$ cat src/rtl/aes_pipeline_stage_ghash_if.sv
// ---------------------------------------------------------------------------
// aes_pipeline_stage_ghash_if
// Block-level bus of the AES-GCM final stage.
//
// Handshake: a block transfers on a rising clk edge where i_valid && o_ready
// are both 1. The master holds every i_* field stable while i_valid=1 and
// o_ready=0; the slave samples the fields only on the transfer edge.
// o_ct_valid / o_tag_valid are single-cycle strobes with no back-pressure.
//
// Signals (bit 0 of every 128-bit field is the x^0 coefficient):
//   i_valid, o_ready         block handshake
//   i_phase                  1 AAD, 2 plaintext, 3 length block, else bubble
//   i_new_instance           first block of a GCM instance
//   i_plain_text, i_aad      data operands
//   i_h, i_encrypted_j0      E(K,0^128) and E(K,J0), used at instance start
//   i_encrypted_cb           E(K,CB) for the current plaintext block
//   i_instance_size          {len(A), len(C)} in bits
//   o_ct_valid, o_cipher_text  ciphertext strobe and block
//   o_tag_valid, o_tag         tag strobe and value
// ---------------------------------------------------------------------------
interface aes_pipeline_stage_ghash_if;
  logic         i_valid;
  logic         o_ready;
  logic [2:0]   i_phase;
  logic         i_new_instance;
  logic [0:127] i_plain_text;
  logic [0:127] i_aad;
  logic [0:127] i_h;
  logic [0:127] i_encrypted_j0;
  logic [0:127] i_encrypted_cb;
  logic [0:127] i_instance_size;
  logic         o_ct_valid;
  logic [0:127] o_cipher_text;
  logic         o_tag_valid;
  logic [0:127] o_tag;

  modport master (
    output i_valid, i_phase, i_new_instance, i_plain_text, i_aad, i_h,
           i_encrypted_j0, i_encrypted_cb, i_instance_size,
    input  o_ready, o_ct_valid, o_cipher_text, o_tag_valid, o_tag
  );

  modport slave (
    input  i_valid, i_phase, i_new_instance, i_plain_text, i_aad, i_h,
           i_encrypted_j0, i_encrypted_cb, i_instance_size,
    output o_ready, o_ct_valid, o_cipher_text, o_tag_valid, o_tag
  );
endinterface

$ cat src/rtl/aes_pipeline_stage_ghash.sv
// ---------------------------------------------------------------------------
// aes_pipeline_stage_ghash
// Final AES-GCM stage: produces ciphertext C = P ^ E(K,CB) and accumulates
// GHASH Y = (Y ^ X) * H over AAD, ciphertext and length blocks with a
// digit-serial GF(2^128) multiplier, then emits tag = Y ^ E(K,J0).
//
// Ports:
//   clk          rising-edge clock
//   rst_n        synchronous active-low reset
//   bus          aes_pipeline_stage_ghash_if.slave (handshake, data, results)
//   dbg_state_o  current FSM state (0 IDLE, 1 MULT, 2 TAG)
//
// Build option:
//   AES_GCM_GHASH_DIGIT16_EN  16 multiply steps per cycle (8 MULT cycles);
//                             otherwise 8 steps per cycle (16 MULT cycles).
//                             Results are identical in both builds.
// ---------------------------------------------------------------------------
module aes_pipeline_stage_ghash (
  input  logic                          clk,
  input  logic                          rst_n,
  aes_pipeline_stage_ghash_if.slave     bus,
  output logic [1:0]                    dbg_state_o
);

`ifdef AES_GCM_GHASH_DIGIT16_EN
  localparam int unsigned DIGIT = 16;
`else
  localparam int unsigned DIGIT = 8;
`endif
  localparam int unsigned MULT_CYCLES = 128 / DIGIT;
  localparam int unsigned CW          = $clog2(MULT_CYCLES);
  // Reduction constant x^7+x^2+x+1 in GCM bit order.
  localparam logic [0:127] R_POLY = {8'he1, 120'd0};

  typedef enum logic [1:0] {
    S_IDLE = 2'd0,
    S_MULT = 2'd1,
    S_TAG  = 2'd2
  } state_e;

  state_e        state_q, state_d;
  logic [0:127]  y_q, y_d, z_q, z_d, v_q, v_d, a_q, a_d;
  logic [0:127]  h_q, h_d, ej0_q, ej0_d, ct_q, ct_d, tag_q, tag_d;
  logic [CW-1:0] cnt_q, cnt_d;
  logic          final_q, final_d, ct_vld_q, ct_vld_d, tag_vld_q, tag_vld_d;

  logic          accept, phase_ok;
  logic [0:127]  c_blk, x_op, y_base, h_sel, z_step, v_step;

  // Operand selection and one multiplier digit.
  always_comb begin
    accept   = bus.i_valid && (state_q == S_IDLE);
    phase_ok = (bus.i_phase == 3'd1) || (bus.i_phase == 3'd2) ||
               (bus.i_phase == 3'd3);
    c_blk    = bus.i_plain_text ^ bus.i_encrypted_cb;
    case (bus.i_phase)
      3'd1:    x_op = bus.i_aad;
      3'd2:    x_op = c_blk;
      default: x_op = bus.i_instance_size;
    endcase
    y_base = bus.i_new_instance ? '0 : y_q;
    h_sel  = bus.i_new_instance ? bus.i_h : h_q;

    // A is shifted toward index 0 each cycle, so the digit always sits in
    // A[0:DIGIT-1] and the bits are consumed in order 0..127.
    z_step = z_q;
    v_step = v_q;
    for (int j = 0; j < DIGIT; j++) begin
      if (a_q[j]) z_step = z_step ^ v_step;
      v_step = v_step[127] ? ((v_step >> 1) ^ R_POLY) : (v_step >> 1);
    end
  end

  // Next-state and register updates.
  always_comb begin
    state_d   = state_q;
    y_d       = y_q;
    z_d       = z_q;
    v_d       = v_q;
    a_d       = a_q;
    h_d       = h_q;
    ej0_d     = ej0_q;
    ct_d      = ct_q;
    tag_d     = tag_q;
    cnt_d     = cnt_q;
    final_d   = final_q;
    ct_vld_d  = 1'b0;
    tag_vld_d = 1'b0;
    case (state_q)
      S_IDLE: begin
        // Bubbles are accepted (o_ready=1) but leave everything untouched.
        if (accept && phase_ok) begin
          h_d     = h_sel;
          ej0_d   = bus.i_new_instance ? bus.i_encrypted_j0 : ej0_q;
          z_d     = '0;
          v_d     = h_sel;
          a_d     = y_base ^ x_op;
          cnt_d   = '0;
          final_d = (bus.i_phase == 3'd3);
          state_d = S_MULT;
          if (bus.i_phase == 3'd2) begin
            ct_d     = c_blk;
            ct_vld_d = 1'b1;
          end
        end
      end
      S_MULT: begin
        z_d   = z_step;
        v_d   = v_step;
        a_d   = a_q << DIGIT;
        cnt_d = cnt_q + 1'b1;
        if (cnt_q == CW'(MULT_CYCLES - 1)) begin
          y_d = z_step;
          if (final_q) begin
            // Registered so the strobe lines up with the TAG state cycle.
            tag_d     = z_step ^ ej0_q;
            tag_vld_d = 1'b1;
            state_d   = S_TAG;
          end else begin
            state_d = S_IDLE;
          end
        end
      end
      S_TAG:   state_d = S_IDLE;
      default: state_d = S_IDLE;
    endcase
  end

  always_ff @(posedge clk) begin
    if (!rst_n) begin
      state_q   <= S_IDLE;
      y_q       <= '0;
      z_q       <= '0;
      v_q       <= '0;
      a_q       <= '0;
      h_q       <= '0;
      ej0_q     <= '0;
      ct_q      <= '0;
      tag_q     <= '0;
      cnt_q     <= '0;
      final_q   <= 1'b0;
      ct_vld_q  <= 1'b0;
      tag_vld_q <= 1'b0;
    end else begin
      state_q   <= state_d;
      y_q       <= y_d;
      z_q       <= z_d;
      v_q       <= v_d;
      a_q       <= a_d;
      h_q       <= h_d;
      ej0_q     <= ej0_d;
      ct_q      <= ct_d;
      tag_q     <= tag_d;
      cnt_q     <= cnt_d;
      final_q   <= final_d;
      ct_vld_q  <= ct_vld_d;
      tag_vld_q <= tag_vld_d;
    end
  end

  assign bus.o_ready       = (state_q == S_IDLE);
  assign bus.o_ct_valid    = ct_vld_q;
  assign bus.o_cipher_text = ct_q;
  assign bus.o_tag_valid   = tag_vld_q;
  assign bus.o_tag         = tag_q;
  assign dbg_state_o       = state_q;

endmodule
$ cat src/flat_wrapper.sv
// flat-port wrapper written by rule: the top's interface ports become plain ports
module aes_pipeline_stage_ghash_flat 
  (clk, rst_n, dbg_state_o, bus_i_valid, bus_i_phase, bus_i_new_instance, bus_i_plain_text, bus_i_aad, bus_i_h, bus_i_encrypted_j0, bus_i_encrypted_cb, bus_i_instance_size, bus_o_ready, bus_o_ct_valid, bus_o_cipher_text, bus_o_tag_valid, bus_o_tag);
  aes_pipeline_stage_ghash_if bus_i ();
  input  logic clk;
  input  logic rst_n;
  output logic [1:0] dbg_state_o;
  input wire logic [$bits(bus_i.i_valid)-1:0] bus_i_valid;
  input wire logic [$bits(bus_i.i_phase)-1:0] bus_i_phase;
  input wire logic [$bits(bus_i.i_new_instance)-1:0] bus_i_new_instance;
  input wire logic [$bits(bus_i.i_plain_text)-1:0] bus_i_plain_text;
  input wire logic [$bits(bus_i.i_aad)-1:0] bus_i_aad;
  input wire logic [$bits(bus_i.i_h)-1:0] bus_i_h;
  input wire logic [$bits(bus_i.i_encrypted_j0)-1:0] bus_i_encrypted_j0;
  input wire logic [$bits(bus_i.i_encrypted_cb)-1:0] bus_i_encrypted_cb;
  input wire logic [$bits(bus_i.i_instance_size)-1:0] bus_i_instance_size;
  output wire logic [$bits(bus_i.o_ready)-1:0] bus_o_ready;
  output wire logic [$bits(bus_i.o_ct_valid)-1:0] bus_o_ct_valid;
  output wire logic [$bits(bus_i.o_cipher_text)-1:0] bus_o_cipher_text;
  output wire logic [$bits(bus_i.o_tag_valid)-1:0] bus_o_tag_valid;
  output wire logic [$bits(bus_i.o_tag)-1:0] bus_o_tag;
  assign bus_i.i_valid = bus_i_valid;
  assign bus_i.i_phase = bus_i_phase;
  assign bus_i.i_new_instance = bus_i_new_instance;
  assign bus_i.i_plain_text = bus_i_plain_text;
  assign bus_i.i_aad = bus_i_aad;
  assign bus_i.i_h = bus_i_h;
  assign bus_i.i_encrypted_j0 = bus_i_encrypted_j0;
  assign bus_i.i_encrypted_cb = bus_i_encrypted_cb;
  assign bus_i.i_instance_size = bus_i_instance_size;
  assign bus_o_ready = bus_i.o_ready;
  assign bus_o_ct_valid = bus_i.o_ct_valid;
  assign bus_o_cipher_text = bus_i.o_cipher_text;
  assign bus_o_tag_valid = bus_i.o_tag_valid;
  assign bus_o_tag = bus_i.o_tag;
  aes_pipeline_stage_ghash u_core (.clk(clk), .rst_n(rst_n), .bus(bus_i), .dbg_state_o(dbg_state_o));
endmodule
$ cat config.mk
export PLATFORM = sky130hd
export DESIGN_NAME = aes_pipeline_stage_ghash_flat
export DESIGN_NICKNAME = d
export VERILOG_FILES = /design/src/rtl/aes_pipeline_stage_ghash_if.sv /design/src/rtl/aes_pipeline_stage_ghash.sv /design/src/flat_wrapper.sv
export SDC_FILE = /design/constraint.sdc
export NUM_CORES = 2
export LEC_CHECK = 0
export CAP_MARGIN = 5
export CORE_AREA = 3 3 398 400
export CTS_BUF_LIST = sky130_fd_sc_hd__clkbuf_4
export CTS_CLUSTER_DIAMETER = 120
export DETAILED_ROUTE_END_ITERATION = 16
export DIE_AREA = 0 0 401 403
export PLACE_DENSITY_LB_ADDON = 0.2
export SYNTH_ARGS = -nofsm -noshare
export SYNTH_HDL_FRONTEND = slang
export SYNTH_SLANG_ARGS = --single-unit
$ cat constraint.sdc
create_clock -name clk -period 6.31 [get_ports clk]
set_input_delay 0.9465 -clock clk [delete_from_list [all_inputs] [get_ports clk]]
set_output_delay 0.9465 -clock clk [all_outputs]
set_load 0.01 [all_outputs]
Word-level counts from Yosys, hierarchy flattened

Cells that the tools add are included.

Input port bits: 775
Register bits after elaboration: 1033
Word-level logic and storage cells: 88

$add $sub $neg: 1
Eq/ne operators: 7
Bitwise logic cells: 19
Reduce and logical (&&, ||, !) cells: 15
Mux-type cells: 33

Operators with widths:

| kind                | count |
|---|---|
| $mux 128            | 21 |
| $xor 128x128->128   | 11 |
| $pmux 128 s2        | 4 |
| $not 3->4           | 8 |
| $reduce_and 3->1    | 5 |
| $pmux 4 s2          | 1 |
| $reduce_and 2->1    | 4 |
| $eq 3x2->1 const B  | 2 |
| $mux 2              | 3 |
| $add 4x1->4 const B | 1 |
| $eq 4x4->1 const B  | 1 |
| $mux 4              | 1 |
| $ne 2x1->1 const B  | 2 |
| $pmux 2 s2          | 1 |
| $eq 3x1->1 const B  | 1 |
| $eq 2x1->1 const B  | 1 |
| $logic_and 1x1->1   | 2 |
| $logic_not 2->1     | 1 |
| $logic_or 1x1->1    | 2 |
| $mux 1              | 2 |
| $reduce_bool 2->1   | 1 |

Logic depth before layout (Yosys ltp)

Depth in word-level cells: 17
Depth in mapped cells: 11

Worst setup path after synthesis

Ideal clock, no wire load.

Path kind: input -> register
Start point: in bus_i_phase[1]
End point: reg u_core.a_q[98] (netlist name)
Path slack: 3747 ps
Arrival time: 2492 ps
Buffers on the path: 4
Stages: 11
Required time: 6239 ps
Setup time: 71 ps
Path through: nor2b_1 > buf_2 > nand2b_1 > clkbuf_1 > clkbuf_1 > buf_2 > nor2_1 > a221oi_1 > xnor2_1 > nand2_1 > a21oi_1

Cells in the longest elaborated chain, start to end: 6
Elaborated cells between the ends (all ways): 12
Classes of those cells: eq/ne: 4; mux: 3; bitwise: 1; reduce/logical: 4

RTL lines:

| what                                                 | RTL line                        | text |
|---|---|---|
| from (decl)                                          | flat_wrapper.sv:9               | `input wire logic [$bits(bus_i.i_phase)-1:0] bus_i_phase;` |
| branches (longest 6 deep; another with $pmux 128 s2) | n/a                             |  |
| to (signal assigned)                                 | aes_pipeline_stage_ghash.sv:135 | `a_q <= '0;` |
| to (signal assigned)                                 | aes_pipeline_stage_ghash.sv:149 | `a_q <= a_d;` |
| to (decl)                                            | aes_pipeline_stage_ghash.sv:42  | `logic [0:127] y_q, y_d, z_q, z_d, v_q, v_d, a_q, a_d;` |

Parallel ways; which one is timed is not known. The select of a mux whose other input is x is not followed.
A chain may end at the register's enable or synchronous reset.

Final worst setup path

Start point: reg u_core.state_q[0], in the netlist u_core.dbg_state_o[0]
End point: reg u_core.ej0_q[62] (netlist name)

Cells in the longest elaborated chain, start to end: 4

RTL lines:

| what                                | RTL line                                                       | text |
|---|---|---|
| from (decl)                         | aes_pipeline_stage_ghash.sv:41                                 | `state_e state_q, state_d;` |
| from (signal assigned)              | aes_pipeline_stage_ghash.sv:145                                | `state_q <= state_d;` |
| $logic_not 2->1 *                   | aes_pipeline_stage_ghash.sv:52, aes_pipeline_stage_ghash.sv:89 |  |
| $logic_and 1x1->1                   | aes_pipeline_stage_ghash.sv:52                                 | `accept = bus.i_valid && (state_q == S_IDLE);` |
| $logic_and 1x1->1                   | aes_pipeline_stage_ghash.sv:92                                 | `if (accept && phase_ok) begin` |
| $reduce_and 3->1 (no source line) * | n/a                                                            |  |
| to (signal assigned)                | aes_pipeline_stage_ghash.sv:151                                | `ej0_q <= ej0_d;` |
| to (decl)                           | aes_pipeline_stage_ghash.sv:43                                 | `logic [0:127] h_q, h_d, ej0_q, ej0_d, ct_q, ct_d, tag_q, tag_d;` |

Mark *: on every way between the ends. The rest lies on a longest branch, timed or not.

==> flow_summary.yaml <==
sta:
  fin_setup_tns_ns: 0
  max-slew-margin-rel: 0.245
  period_share: 0.598
  holdWs_ns: 0.202
  finalHoldViolations: 0
  period_needed_ns: 3.77
  slew_viol_final: 0
  rsz0062_at_grt: "no"
  worst_pin_slew_ns: 1.12
  max_freq_mhz: 265
  fin_skew_ns: 0.115
  setup-violations-final: 0
cells_and_area:
  instances_no_fill: 10500
  utilization: 0.464
  fillers: 15600
  fin_nets: 8965
  mostFrequentLayoutCell: "nand2_1"
  final_cell_mix: "nand2_1, xnor2_1, clkdlybuf4s50_1, dfxtp_1, a21oi_1"
  syn_to_final_growth_pct: 26.5
  drive_above_1_share: 0.0713
placement:
  dp_cells: 9924
  dpl.hpwl_um: 185000
  port_buffers: 1035
  gp_congestion: 0.958
global_route:
  grt_pass1_wl_um: 372000
  grt_max_degree: 164
  antenna_found_initial: 82
  grt_pass1_vias: 53100
  track_usage: 0.306
  gr-total-overflow: 0
route:
  avgViaCountPerCell: 5.34
  route.detailed.drc: 0
  wl_per_cell_um: 24.6
  drt-initial-drc-count: 5503
  drt_wl_total_um: 259000
  final_antenna_net_count: 0
  vias: 56100
  firstDrtPassIters: 6
floorplanning:
  io_pins: 1036
  die_y_um: 403
  die_area_mm2: 0.162
  core_area_mm2: 0.156
  num_rows: 145
  start_util: 0.367
  fp.dieW_um: 401
worst_setup_path:
  path_max_fanout: 60
  cp.arrival_ns: 4.90
  setup.worst_path.class: "flop to flop"
  rrSetupSlack_ns: 2.54
  crit_path_end_kind: "flop"
  worst_r2r_path_depth: 9
  cp.required_ns: 7.44
  reg2reg_to: "u_core.ej0_q[62]"
  r2r-start: "u_core.dbg_state_o[0]"
  cp-start-kind: "flop"
logic_synthesis:
  yosys_warnings: 0
  syn_avg_cell_area_um2: 7.67
  ys_types: 46
  synth_nets: 8211
  async_reset_ff_frac: 0
  ys_seq_area_frac: 0.362
  synthFlopType: "dfxtp_1"
  yosys_register_bits: 1033
  syn-cell-area_mm2: 0.0571
  synth_edf_count: 0
  synthCells: 7435
power:
  leakage_nw: 23.1
  p_per_area_mw_per_mm2: 216
  peakVddDrop_mv: 0.150
min_path:
  hold_class: "input pin to flop"
  hold_depth: 3
  hp-start: "bus_i_encrypted_j0[11]"
  worst_hold_path.endpoint: "u_core.ej0_q[116]"
cts:
  cts_buffer_depth: 4
  cts_resized: 0
  clk_pin_slew_ns: 0.07
  insertion_delay_ns: 1.31
  cts_tree: "yes"
  postCtsHoldBufs: 0
  numCtsBuffers: 321
  cts_num_sinks: 1033
  htree_levels: 5
  root_buffer: "clkbuf_4"
  post-cts-setup-buffer-count: 0
outcome:
  status: "finished clean"
flow_run:
  cap_violations: 0
==> state kept, by name (all words and copies together), names as in the netlist <==
signal                    flops
u_core.bus.o_cipher_text    128
u_core.bus.o_tag            128
u_core.ej0_q                128
u_core.cnt_q                  4
u_core.final_q                1
u_core.v_q                  128
u_core.y_q                  128
u_core.dbg_state_o            2
u_core.bus.o_ct_valid         1
u_core.z_q                  128
u_core.h_q                  128
u_core.a_q                  128
u_core.bus.o_tag_valid        1
==> cell usage after synthesis (134+ instances only) <==
| cell type | instances | area, um^2 |
|---|---|---|
| a221oi_1 | 238 | 2080 |
| xnor2_1 | 1128 | 9880 |
| clkbuf_1 | 504 | 1890 |
| nand2_1 | 1795 | 6740 |
| a22oi_1 | 136 | 1020 |
| xor2_1 | 273 | 2390 |
| nor2_1 | 642 | 2410 |
| a21oi_1 | 770 | 3850 |
| dfxtp_1 | 1033 | 20700 |
| mux2i_1 | 141 | 1410 |
| a211oi_1 | 135 | 1010 |
| nor2b_1 | 134 | 838 |
| nand3_1 | 139 | 696 |
==> how the worst max path moves through the flow <==
stage / slack, ns / end / from / cells past startpoint
after floorplan: 3.75 / u_core.a_q[98] / bus_i_phase[1] / 11
after global placement: 1.59 / u_core.a_q[7] / bus_i_phase[1] / 8
after detailed placement: 1.54 / u_core.a_q[7] / bus_i_phase[1] / 8
after CTS: 2.49 / bus_o_ready / u_core.dbg_state_o[0] / 2
after global routing: 2.30 / u_core.ej0_q[56] / u_core.dbg_state_o[0] / 9
final: 2.54 / u_core.ej0_q[62] / u_core.dbg_state_o[0] / 9
==> routing by layer <==
metal | wire [um] | GRT usage
met3 | 23800 | 0.0834
met4 | 9980 | 0.127
met1 | 112000 | 0.416
met2 | 113000 | 0.455
met5 | 219 | 0
==> through the flow <==
step / worst slack [ns] / total power, mW / area, um^2
after floorplan: 3.75 / 8.09 / 57100
after global placement: 1.59 / 9.24 / 68300
after detailed placement: 1.54 / 9.25 / 68300
after CTS: 2.49 / 15.8 / 72000
after global routing: 2.30 / 16.3 / 72100
final: 2.54 / 15.6 / 72200
==> cell families (layout without fill, tap and decap cells) <==
group,Yosys count,after routing,synth area share
xor gates and xnor gates,1421,1421,0.222
AOI/OAI and AO/OA,1420,1420,0.153
other,0,55,0
buffers and inverters,686,1637,0.0474
and+or+nand+nor,2730,2730,0.189
DFF,1033,1033,0.362
adders and majority gates,1,1,0.000219
muxes,144,144,0.0253
==> critical path, cell delays in order, from the launching register on <==
cell,delay (ns)
dfxtp_1,0.46
nor2_1,0.40
nand2_1,0.29
nor2_1,0.35
o21a_4,0.22
buf_4,0.41
and2_4,0.79
buf_4,0.44
nand2_1,0.09
a21oi_1,0.14
==> layout make-up <==
| class | instances | area, um^2 | share of cell area |
|---|---|---|---|
| well taps | 2058 | 2570 | 0.0357 |
| repair buffers | 1115 | 11200 | 0.156 |
| clock inverters | 56 | 243 | 0.00336 |
| multi-input cells | 5716 | 33800 | 0.468 |
| inverters | 2 | 15.0 | 0.000208 |
| flip-flops and latches | 1033 | 20700 | 0.287 |
| clock buffers | 464 | 3480 | 0.0483 |
| diodes | 55 | 138 | 0.00191 |
==> power by group <==
part           switching (mW)  internal [mW]
sequential              0.240           6.68
combinational            1.25          0.969
clock                    3.10           3.37
total                    4.59           11.0
Note: power is estimated with default switching activity, not from simulation.
